`config.mk`:
```
export PLATFORM = sky130hd
export DESIGN_NAME = data_sync_tx_arbiter
export DESIGN_NICKNAME = d
export VERILOG_FILES = /design/src/rtl/data_sync_arb_pkg.sv /design/src/rtl/data_sync_rr_picker.sv /design/src/rtl/data_sync_tx_arbiter.sv
export SDC_FILE = /design/constraint.sdc
export NUM_CORES = 1
export LEC_CHECK = 0
export CORE_UTILIZATION = 40
export DETAILED_ROUTE_END_ITERATION = 6
export DONT_BUFFER_PORTS = 1
export PLACE_DENSITY = 0.65
export SETUP_SLACK_MARGIN = 0.4
export SYNTH_ARGS = -nofsm -noshare
export SYNTH_HDL_FRONTEND = slang
export SYNTH_HIERARCHICAL = 1
export SYNTH_SLANG_ARGS = --single-unit
export TNS_END_PERCENT = 50
```
`constraint.sdc`:
```
create_clock -name i_clk -period 3.1 [get_ports i_clk]
set_input_delay 0.31 -clock i_clk [delete_from_list [all_inputs] [get_ports i_clk]]
set_output_delay 0.31 -clock i_clk [all_outputs]
set_load 0.01 [all_outputs]
```
`src/rtl/data_sync_arb_pkg.sv`:
```
// Shared types, defaults and width helpers for the DATA_SYNC transmit arbiter.
package data_sync_arb_pkg;

    // Arbiter FSM: wait for a request, hold bus_enable, then keep the bus frozen.
    typedef enum logic [1:0] {
        IDLE  = 2'd0,
        DRIVE = 2'd1,
        GUARD = 2'd2
    } arb_state_e;

    localparam int DEF_NUM_REQ      = 4;
    localparam int DEF_BUS_WIDTH    = 8;
    localparam int DEF_HOLD_CYCLES  = 3;
    localparam int DEF_GUARD_CYCLES = 4;

    // Width of a requester index; never narrower than one bit.
    function automatic int idx_width(input int n);
        return (n <= 1) ? 1 : $clog2(n);
    endfunction

    // Width of the shared hold/guard down-counter.
    function automatic int cnt_width(input int hold, input int guard);
        int m;
        m = (hold > guard) ? hold : guard;
        return (m < 1) ? 1 : $clog2(m + 1);
    endfunction

endpackage

```
`src/rtl/data_sync_rr_picker.sv`:
```
// Combinational winner select for the DATA_SYNC transmit arbiter.
// Default: round-robin scan starting at i_ptr.
// Macro DSA_FIXED_PRIO_EN: fixed priority (lowest index wins), no pointer input.
module data_sync_rr_picker
    import data_sync_arb_pkg::*;
#(
    parameter int NUM_REQ = DEF_NUM_REQ
) (
    input  logic [NUM_REQ-1:0]               i_req,
`ifndef DSA_FIXED_PRIO_EN
    input  logic [idx_width(NUM_REQ)-1:0]    i_ptr,
`endif
    output logic [idx_width(NUM_REQ)-1:0]    o_winner,
    output logic                             o_valid
);

    localparam int IDX_W = idx_width(NUM_REQ);
    localparam int SUM_W = IDX_W + 1;

    // w_cand_idx[k] is the requester examined k-th in the scan order.
    logic [IDX_W-1:0]   w_cand_idx [NUM_REQ];
    logic [NUM_REQ-1:0] w_cand_hit;

    genvar gi;
    generate
        for (gi = 0; gi < NUM_REQ; gi++) begin : g_cand
`ifdef DSA_FIXED_PRIO_EN
            assign w_cand_idx[gi] = IDX_W'(gi);
`else
            logic [SUM_W-1:0] w_sum;
            // (ptr + k) mod NUM_REQ without a divider: both terms are < NUM_REQ.
            assign w_sum          = {1'b0, i_ptr} + SUM_W'(gi);
            assign w_cand_idx[gi] = (w_sum >= SUM_W'(NUM_REQ)) ?
                                    IDX_W'(w_sum - SUM_W'(NUM_REQ)) : IDX_W'(w_sum);
`endif
            assign w_cand_hit[gi] = i_req[w_cand_idx[gi]];
        end
    endgenerate

    // First hit in scan order wins; later candidates are overridden by earlier ones.
    always_comb begin
        o_winner = '0;
        for (int k = NUM_REQ - 1; k >= 0; k--) begin
            if (w_cand_hit[k]) begin
                o_winner = w_cand_idx[k];
            end
        end
        o_valid = |w_cand_hit;
    end

endmodule

```
`src/rtl/data_sync_tx_arbiter.sv`:
```
// Source-domain scheduler sharing one DATA_SYNC crossing channel among NUM_REQ
// requesters. A grant latches the winner's word onto o_unsync_bus, raises
// o_bus_enable for HOLD_CYCLES, then keeps the bus frozen for GUARD_CYCLES so
// the destination synchronizer can detect the enable and capture the data.
// Macro DSA_FIXED_PRIO_EN selects fixed priority instead of round-robin.
module data_sync_tx_arbiter
    import data_sync_arb_pkg::*;
#(
    parameter int NUM_REQ      = DEF_NUM_REQ,
    parameter int BUS_WIDTH    = DEF_BUS_WIDTH,
    parameter int HOLD_CYCLES  = DEF_HOLD_CYCLES,
    parameter int GUARD_CYCLES = DEF_GUARD_CYCLES
) (
    input  logic                             i_clk,
    input  logic                             i_rst_n,
    input  logic [NUM_REQ-1:0]               i_req,
    input  logic [NUM_REQ*BUS_WIDTH-1:0]     i_req_data,
    output logic [NUM_REQ-1:0]               o_ack,
    output logic [idx_width(NUM_REQ)-1:0]    o_grant_id,
    output logic                             o_busy,
    output logic [BUS_WIDTH-1:0]             o_unsync_bus,
    output logic                             o_bus_enable
);

    localparam int IDX_W = idx_width(NUM_REQ);
    localparam int CNT_W = cnt_width(HOLD_CYCLES, GUARD_CYCLES);
    localparam logic [CNT_W-1:0] HOLD_LOAD  = CNT_W'(HOLD_CYCLES - 1);
    localparam logic [CNT_W-1:0] GUARD_LOAD = CNT_W'(GUARD_CYCLES - 1);
    localparam logic [IDX_W-1:0] LAST_IDX   = IDX_W'(NUM_REQ - 1);

    arb_state_e          r_state,    w_state_next;
    logic [CNT_W-1:0]    r_cnt,      w_cnt_next;
    logic [NUM_REQ-1:0]  r_ack,      w_ack_next;
    logic [IDX_W-1:0]    r_grant_id, w_grant_id_next;
    logic                r_busy,     w_busy_next;
    logic [BUS_WIDTH-1:0] r_bus,     w_bus_next;
    logic                r_bus_en,   w_bus_en_next;

    logic [IDX_W-1:0]    w_winner;
    logic                w_win_valid;
    logic [BUS_WIDTH-1:0] w_req_word [NUM_REQ];

`ifndef DSA_FIXED_PRIO_EN
    logic [IDX_W-1:0]    r_ptr,      w_ptr_next;
`endif

    // Split the flat request data bus into one word per requester.
    genvar gi;
    generate
        for (gi = 0; gi < NUM_REQ; gi++) begin : g_word
            assign w_req_word[gi] = i_req_data[gi*BUS_WIDTH +: BUS_WIDTH];
        end
    endgenerate

    data_sync_rr_picker #(
        .NUM_REQ (NUM_REQ)
    ) u_picker (
        .i_req    (i_req),
`ifndef DSA_FIXED_PRIO_EN
        .i_ptr    (r_ptr),
`endif
        .o_winner (w_winner),
        .o_valid  (w_win_valid)
    );

    // Next-state and next-output logic; everything defaults to holding its value.
    always_comb begin
        w_state_next    = r_state;
        w_cnt_next      = r_cnt;
        w_ack_next      = '0;
        w_grant_id_next = r_grant_id;
        w_bus_next      = r_bus;
        w_bus_en_next   = r_bus_en;
`ifndef DSA_FIXED_PRIO_EN
        w_ptr_next      = r_ptr;
`endif
        case (r_state)
            IDLE: begin
                w_bus_en_next = 1'b0;
                if (w_win_valid) begin
                    w_state_next    = DRIVE;
                    w_cnt_next      = HOLD_LOAD;
                    w_ack_next      = NUM_REQ'(1) << w_winner;
                    w_grant_id_next = w_winner;
                    w_bus_next      = w_req_word[w_winner];
                    w_bus_en_next   = 1'b1;
`ifndef DSA_FIXED_PRIO_EN
                    w_ptr_next      = (w_winner == LAST_IDX) ? '0 : w_winner + IDX_W'(1);
`endif
                end
            end
            DRIVE: begin
                if (r_cnt == '0) begin
                    w_state_next  = GUARD;
                    w_cnt_next    = GUARD_LOAD;
                    w_bus_en_next = 1'b0;
                end else begin
                    w_cnt_next    = r_cnt - CNT_W'(1);
                    w_bus_en_next = 1'b1;
                end
            end
            GUARD: begin
                w_bus_en_next = 1'b0;
                if (r_cnt == '0) begin
                    w_state_next = IDLE;
                end else begin
                    w_cnt_next   = r_cnt - CNT_W'(1);
                end
            end
            default: begin
                w_state_next  = IDLE;
                w_bus_en_next = 1'b0;
            end
        endcase
        w_busy_next = (w_state_next != IDLE);
    end

    // FSM state, down-counter and arbitration pointer.
    always_ff @(posedge i_clk or negedge i_rst_n) begin
        if (!i_rst_n) begin
            r_state <= IDLE;
            r_cnt   <= '0;
`ifndef DSA_FIXED_PRIO_EN
            r_ptr   <= '0;
`endif
        end else begin
            r_state <= w_state_next;
            r_cnt   <= w_cnt_next;
`ifndef DSA_FIXED_PRIO_EN
            r_ptr   <= w_ptr_next;
`endif
        end
    end

    // Registered channel and handshake outputs.
    always_ff @(posedge i_clk or negedge i_rst_n) begin
        if (!i_rst_n) begin
            r_ack      <= '0;
            r_grant_id <= '0;
            r_busy     <= 1'b0;
            r_bus      <= '0;
            r_bus_en   <= 1'b0;
        end else begin
            r_ack      <= w_ack_next;
            r_grant_id <= w_grant_id_next;
            r_busy     <= w_busy_next;
            r_bus      <= w_bus_next;
            r_bus_en   <= w_bus_en_next;
        end
    end

    assign o_ack        = r_ack;
    assign o_grant_id   = r_grant_id;
    assign o_busy       = r_busy;
    assign o_unsync_bus = r_bus;
    assign o_bus_enable = r_bus_en;

endmodule

```
# Word-level counts from Yosys, hierarchy flattened

Cells that the tools add are included.

Flip-flop bits (word level): 23
Input bits: 38
Word-level logic and storage cells: 73

Add/subtract/negate cells: 9
Order comparisons: 9
Equal/unequal tests: 5
Shifts and indexed selects: 1
Muxes and demuxes: 33
Bitwise logic cells: 1
Reduce and logical (&&, ||, !) cells: 7

Operator list:

| operator                                                                      | count |
|---|---|
| 2-bit two-way mux                                                             | 12 |
| 8-bit binary-select mux with 2-bit select                                     | 1 |
| 8-bit two-way mux                                                             | 2 |
| 3-bit >= comparator (second input constant)                                   | 4 |
| 2-bit by 3-bit less-than comparator with 1-bit output (second input constant) | 4 |
| 3-bit two-way mux                                                             | 3 |
| 3-bit case mux with 3 select lines                                            | 1 |
| 1-bit binary-select mux with 2-bit select                                     | 4 |
| 4-bit two-way mux                                                             | 2 |
| 2-bit by 1-bit subtractor with 2-bit output (second input constant)           | 4 |
| 2-bit by 2-bit adder with 3-bit output (second input constant)                | 2 |
| 1-bit two-way mux                                                             | 6 |
| 2-bit case mux with 3 select lines                                            | 1 |
| 2-bit == test (second input constant)                                         | 2 |
| 4-bit OR reduction                                                            | 1 |
| 1-bit by 2-bit << shifter with 4-bit output (first input constant)            | 1 |
| 2-bit by 1-bit adder with 3-bit output (second input constant)                | 1 |
| 2-bit by 3-bit >= comparator with 1-bit output (second input constant)        | 1 |
| 3-bit zero test                                                               | 1 |
| 2-bit NOT with 3-bit output                                                   | 1 |
| 3-bit AND reduction                                                           | 1 |
| 3-bit nonzero test                                                            | 1 |
| 3-bit by 1-bit subtractor with 3-bit output (second input constant)           | 1 |
| 2-bit by 1-bit adder with 2-bit output (second input constant)                | 1 |
| 7 further kinds                                                               | 7 |

# Logic depth before layout (Yosys ltp)

Depth after elaboration: 13
Depth in mapped cells: 7
Mapped depth without buffers: 6

# Modules after synthesis

Netlist, hierarchy kept.

By module, submodules not included:

| module               | instances | cells each | area each (sq um) | seq. area each (sq um) |
|---|---|---|---|---|
| data_sync_tx_arbiter | 1         | 103        | 1267.5            | 575.6 |
| data_sync_rr_picker  | 1         | 13         | 77.6              | 0.0 |

# Least setup slack after synthesis

Ideal clock, no wire load.

Path kind: register to register
Start: register r_ptr[1]
End: register r_bus[0], in the netlist o_unsync_bus[0]
Setup time: 0.125 ns
Arrival: 1.793 ns
Setup slack: 1.182 ns
Cell stages (with the launch flop): 6
Buffers on the path: 1
Clock period less this slack: 1.918 ns
Cell sequence: dfrtp_1 -> mux2i_1 -> a211oi_2 -> buf_6 -> mux4_2 -> mux2_2

Cells in the longest elaborated chain, start to end: 13
Elaborated cells on any way between the ends: 33
Classes of those cells: add/sub: 7; order compare: 4; mux: 19; bitwise: 1; reduce/logical: 2

Ends and longest elaborated chain:

| item                                                                               | line                                                 | text |
|---|---|---|
| start: declaration                                                                 | data_sync_tx_arbiter.sv:44                           | `logic [IDX_W-1:0] r_ptr, w_ptr_next;` |
| start signal: assignment                                                           | data_sync_tx_arbiter.sv:130                          | `r_ptr <= w_ptr_next;` |
| 2-bit by 2-bit adder with 3-bit output                                             | data_sync_rr_picker.sv:32                            | `assign w_sum = {1'b0, i_ptr} + SUM_W'(gi);` |
| 3-bit >= comparator or 2-bit by 1-bit subtractor with 2-bit output (tied branches) | data_sync_rr_picker.sv:33, data_sync_rr_picker.sv:34 |  |
| 2-bit two-way mux                                                                  | data_sync_rr_picker.sv:33                            | `assign w_cand_idx[gi] = (w_sum >= SUM_W'(NUM_REQ)) ?` |
| 1-bit binary-select mux with 2-bit select                                          | data_sync_rr_picker.sv:36                            | `assign w_cand_hit[gi] = i_req[w_cand_idx[gi]];` |
| 1-bit two-way mux (implied by the code)                                            | data_sync_rr_picker.sv:36                            |  |
| 2-bit two-way mux (3 in a row)                                                     | data_sync_rr_picker.sv:44                            | `if (w_cand_hit[k]) begin` |
| 2-bit two-way mux *                                                                | data_sync_rr_picker.sv:44                            |  |
| net w_winner[0]                                                                    | data_sync_tx_arbiter.sv:39                           | `logic [IDX_W-1:0] w_winner;` |
| 2-bit NOT with 3-bit output (implied by the code) *                                | data_sync_tx_arbiter.sv:85                           | `w_bus_next = w_req_word[w_winner];` |
| 8-bit binary-select mux with 2-bit select *                                        | data_sync_tx_arbiter.sv:85                           |  |
| 8-bit two-way mux (implied by the code) * (2 in a row)                             | data_sync_tx_arbiter.sv:85                           |  |
| end signal: assignment                                                             | data_sync_tx_arbiter.sv:147                          | `r_bus <= w_bus_next;` |
| end: declaration                                                                   | data_sync_tx_arbiter.sv:36                           | `logic [BUS_WIDTH-1:0] r_bus, w_bus_next;` |

The timed path passes the listed nets; every way through them passes the cells marked *. The select of a mux whose other input is x is not followed.
A chain may end at the register's enable or synchronous reset.

# Worst setup path after layout

Start: register r_ptr[1]
End: register r_ptr[1]

Cells in the longest elaborated chain, start to end: 11
Elaborated cells on any way between the ends: 32
Classes of those cells: add/sub: 8; order compare: 4; eq/ne: 1; mux: 17; reduce/logical: 2

Ends and longest elaborated chain:

| item                                                                               | line                                                 | text |
|---|---|---|
| 2-bit by 2-bit adder with 3-bit output                                             | data_sync_rr_picker.sv:32                            |  |
| 3-bit >= comparator or 2-bit by 1-bit subtractor with 2-bit output (tied branches) | data_sync_rr_picker.sv:33, data_sync_rr_picker.sv:34 |  |
| 2-bit two-way mux                                                                  | data_sync_rr_picker.sv:33                            |  |
| 1-bit binary-select mux with 2-bit select                                          | data_sync_rr_picker.sv:36                            |  |
| 1-bit two-way mux (implied by the code)                                            | data_sync_rr_picker.sv:36                            |  |
| 2-bit two-way mux (3 in a row)                                                     | data_sync_rr_picker.sv:44                            |  |
| 2-bit two-way mux *                                                                | data_sync_rr_picker.sv:44                            |  |
| net w_winner[1]                                                                    | data_sync_tx_arbiter.sv:39                           |  |
| 2-bit by 1-bit adder with 2-bit output or 2-bit == test (tied branches)            | data_sync_tx_arbiter.sv:88                           | `w_ptr_next = (w_winner == LAST_IDX) ? '0 : w_winner + IDX_W'(1);` |
| 2-bit two-way mux *                                                                | data_sync_tx_arbiter.sv:88                           |  |

Marked as above.

==> flow_summary.toml <==
[sta]
tns_ps = 0
rsz0062_at_grt = "false"
min_period_over_period = 0.729
worstMarginPinSlew_ps = 1020
hold_viol = 0
max_freq_mhz = 443
finalCriticalPeriod_ps = 2260
setup_ws_ps = 841
slew_headroom = 0.316
skew_ps = 3.93
drv_slew = 0
setup_violations = 0

[grt]
grt_pass1_vias = 955
grt.overflow.total = 0
grt_pass1_wl_um = 4200
grt_util_all_layers = 0.160
grt_antenna_before_repair = 0
grt_max_degree = 24

[place]
gp_congestion = 0.774
pre_cts_ws_ps = 829
port-buffer-count = 0
placed_cells = 157
dp_hpwl_um = 1990
post_dp_cell_area_um2 = 1380

[clocking]
cts_root_buf = "clkbuf_4"
cts_buffers = 3
clk_pin_slew_worst_paths_ps = 120
cts_setup_buffers = 0
cts_tree = "yes"
clockBufferDepth = 2
clkSinkCount = 23
cts_max_level = 1
clk_latency_ps = 310

[logic_synthesis]
synth_area_um2 = 1350
ys_types = 30
ys_seq_elements = 23
synth_nets = 164
yosysSeqAreaShare = 0.428
avgSynthCellArea_um2 = 11.6
yosysWarnings = 6
synthCells = 116

[power_and_ir_drop]
peakVddDrop_v = 0.000354
finalPower_mw = 1.36
cellLeakagePower_nw = 0.629
powerDensity_nw_per_um2 = 959

[worst_setup_path]
startpoint_type = "flop"
cpPeakStageDelay_ps = 680
crit_arrival_ps = 2470
cp-end-kind = "flop"
required_ps = 3310
slowest_stage = "nor2_1"
worst_r2r_path_depth = 6
critPathMaxFanout = 11
worst-setup-path-type = "reg -> reg"
regToRegSetupSlack_ps = 840
crit_chain = "nor3b_1 > a211oi_1 > nor2_1 > inv_1 > ha_1 > mux2_2"

[job]
drv_cap = 0

[drt]
routed_via_density = 5.70
wl_met3_um = 277
met2_wirelength_um = 1240
drt_first_iter_violations = 18
ant_nets = 0
first_pass_iters = 3
avgRoutedWirePerCell_um = 16.1
m1WireLength_um = 1060
drc_errors = 0
maxUsedRoutingLayer = "met4"
routed_wl_um = 2600
vias = 924

[floorplan]
num_rows = 20
die_h_um = 60.0
io_pins = 54
dieArea_um2 = 3600
core_area_um2 = 3130
initial_core_util = 0.430
die_w_um = 60.0

[cells_and_area]
drive_above_1_share = 0.186
stdcell_area_um2 = 1420
nNetsFinal = 167
final_cells = 162
area_growth_pct = 5.58
mostFrequentLayoutCell = "dfrtp_1"
final_cell_mix = "23 x dfrtp_1, 11 x nor2_1, 10 x nand2_1, 10 x ha_1, 9 x mux2_2"
n_antenna_cell = 0
n_fill_cell = 292

[worst_hold_path]
whs_path_depth = 3
hold_path_class = "in -> reg"

[outcome]
outcome = "complete, no violations"
path summary, 6_finish.rpt:
path,from,endpoint
min,i_req[2],o_ack[1]
max reg2reg,r_ptr[1],r_ptr[1]
max,r_ptr[1],r_ptr[1]
max in group asynchronous,i_rst_n,o_unsync_bus[6]
min reg2reg,r_ptr[0],r_ptr[0]
min in group asynchronous,i_rst_n,r_cnt[0]
layout make-up:
class / count / area, um^2 / area share
Timing Repair Buffer: 2 / 17.5 / 0.0123
Tap cell: 44 / 55.1 / 0.0388
Sequential cell: 23 / 576 / 0.405
Inverter: 7 / 26.3 / 0.0185
Clock buffer: 4 / 26.3 / 0.0185
Multi-Input combinational cell: 82 / 719 / 0.507
synth_stat cells:
cell	n	area, um^2
a21oi_1	4	20.0
nand2_1	10	37.5
a32o_1	1	10.0
and2b_1	1	7.51
mux2_2	9	101
a211oi_2	1	12.5
a31oi_1	1	6.26
mux4_2	8	180
o21ai_0	3	15.0
dfrtp_1	23	576
nand2b_1	3	18.8
and3_1	4	25.0
nor3_1	1	5.00
inv_1	7	26.3
o31ai_1	1	7.51
nand4b_1	1	8.76
nor4_1	1	6.26
ha_1	10	125
o2bb2ai_1	1	8.76
o2111ai_1	1	8.76
nor2b_1	1	6.26
buf_2	1	5.00
mux2i_1	1	10.0
clkbuf_1	2	7.51
a21o_1	2	15.0
nand3_1	1	5.00
a211oi_1	4	30.0
buf_6	1	11.3
nor3b_1	1	7.51
nor2_1	11	41.3
where the power goes:
group / switching, mW / leakage, nW / total (mW) / internal, mW
clock network: 0.0891 / 0.0150 / 0.139 / 0.0502
logic: 0.322 / 0.332 / 0.639 / 0.317
registers: 0.142 / 0.282 / 0.584 / 0.441
total: 0.553 / 0.629 / 1.36 / 0.808
cells by family (layout without fill, tap and decap cells):
group / Yosys count / count (layout) / synth area share
compound gates: 19 / 19 / 0.0995
flops: 23 / 23 / 0.428
mux: 18 / 18 / 0.217
simple gates: 35 / 35 / 0.126
fa+ha+maj: 10 / 10 / 0.0930
buf+inv: 11 / 13 / 0.0372
layer usage:
layer / vias to the layer above / track usage
li1: 424 / -
met5: - / 0
met3: 4 / 0.0606
met4: 0 / 0.0532
met2: 43 / 0.267
met1: 453 / 0.188
critical path, delay by kind of cell, from the launching register on:
kind                     cells  cell delay [ps]
multiplexers                 1              250
AND/OR/NAND/NOR              2              880
AO/OA/AOI/OAI                1               70
adder cells (fa/ha/maj)      1              310
flip-flops                   1              450
buffers and inverters        1              180
timing repair:
action	CTS	global route
resized for setup	0	0
setup endpoints to repair	0	0
hold buffers	1	0
hold endpoints to repair	23	0
through the flow:
step | utilization | hold WS, ps
6_report | 0.454 | 344
5_1_grt | 0.454 | 339
4_1_cts | 0.454 | 317
3_5_place_dp | 0.442 | 15.1
3_3_place_gp | 0.442 | 15.1
2_1_floorplan | - | 14.4
flip-flops by register name, summed over array words and instances (netlist names):
register and flops:
o_busy 1, o_bus_enable 1, o_unsync_bus 8, r_state 2, o_grant_id 2, r_cnt 3
r_ptr 2, o_ack 4
(Power assumes the default switching activity.)
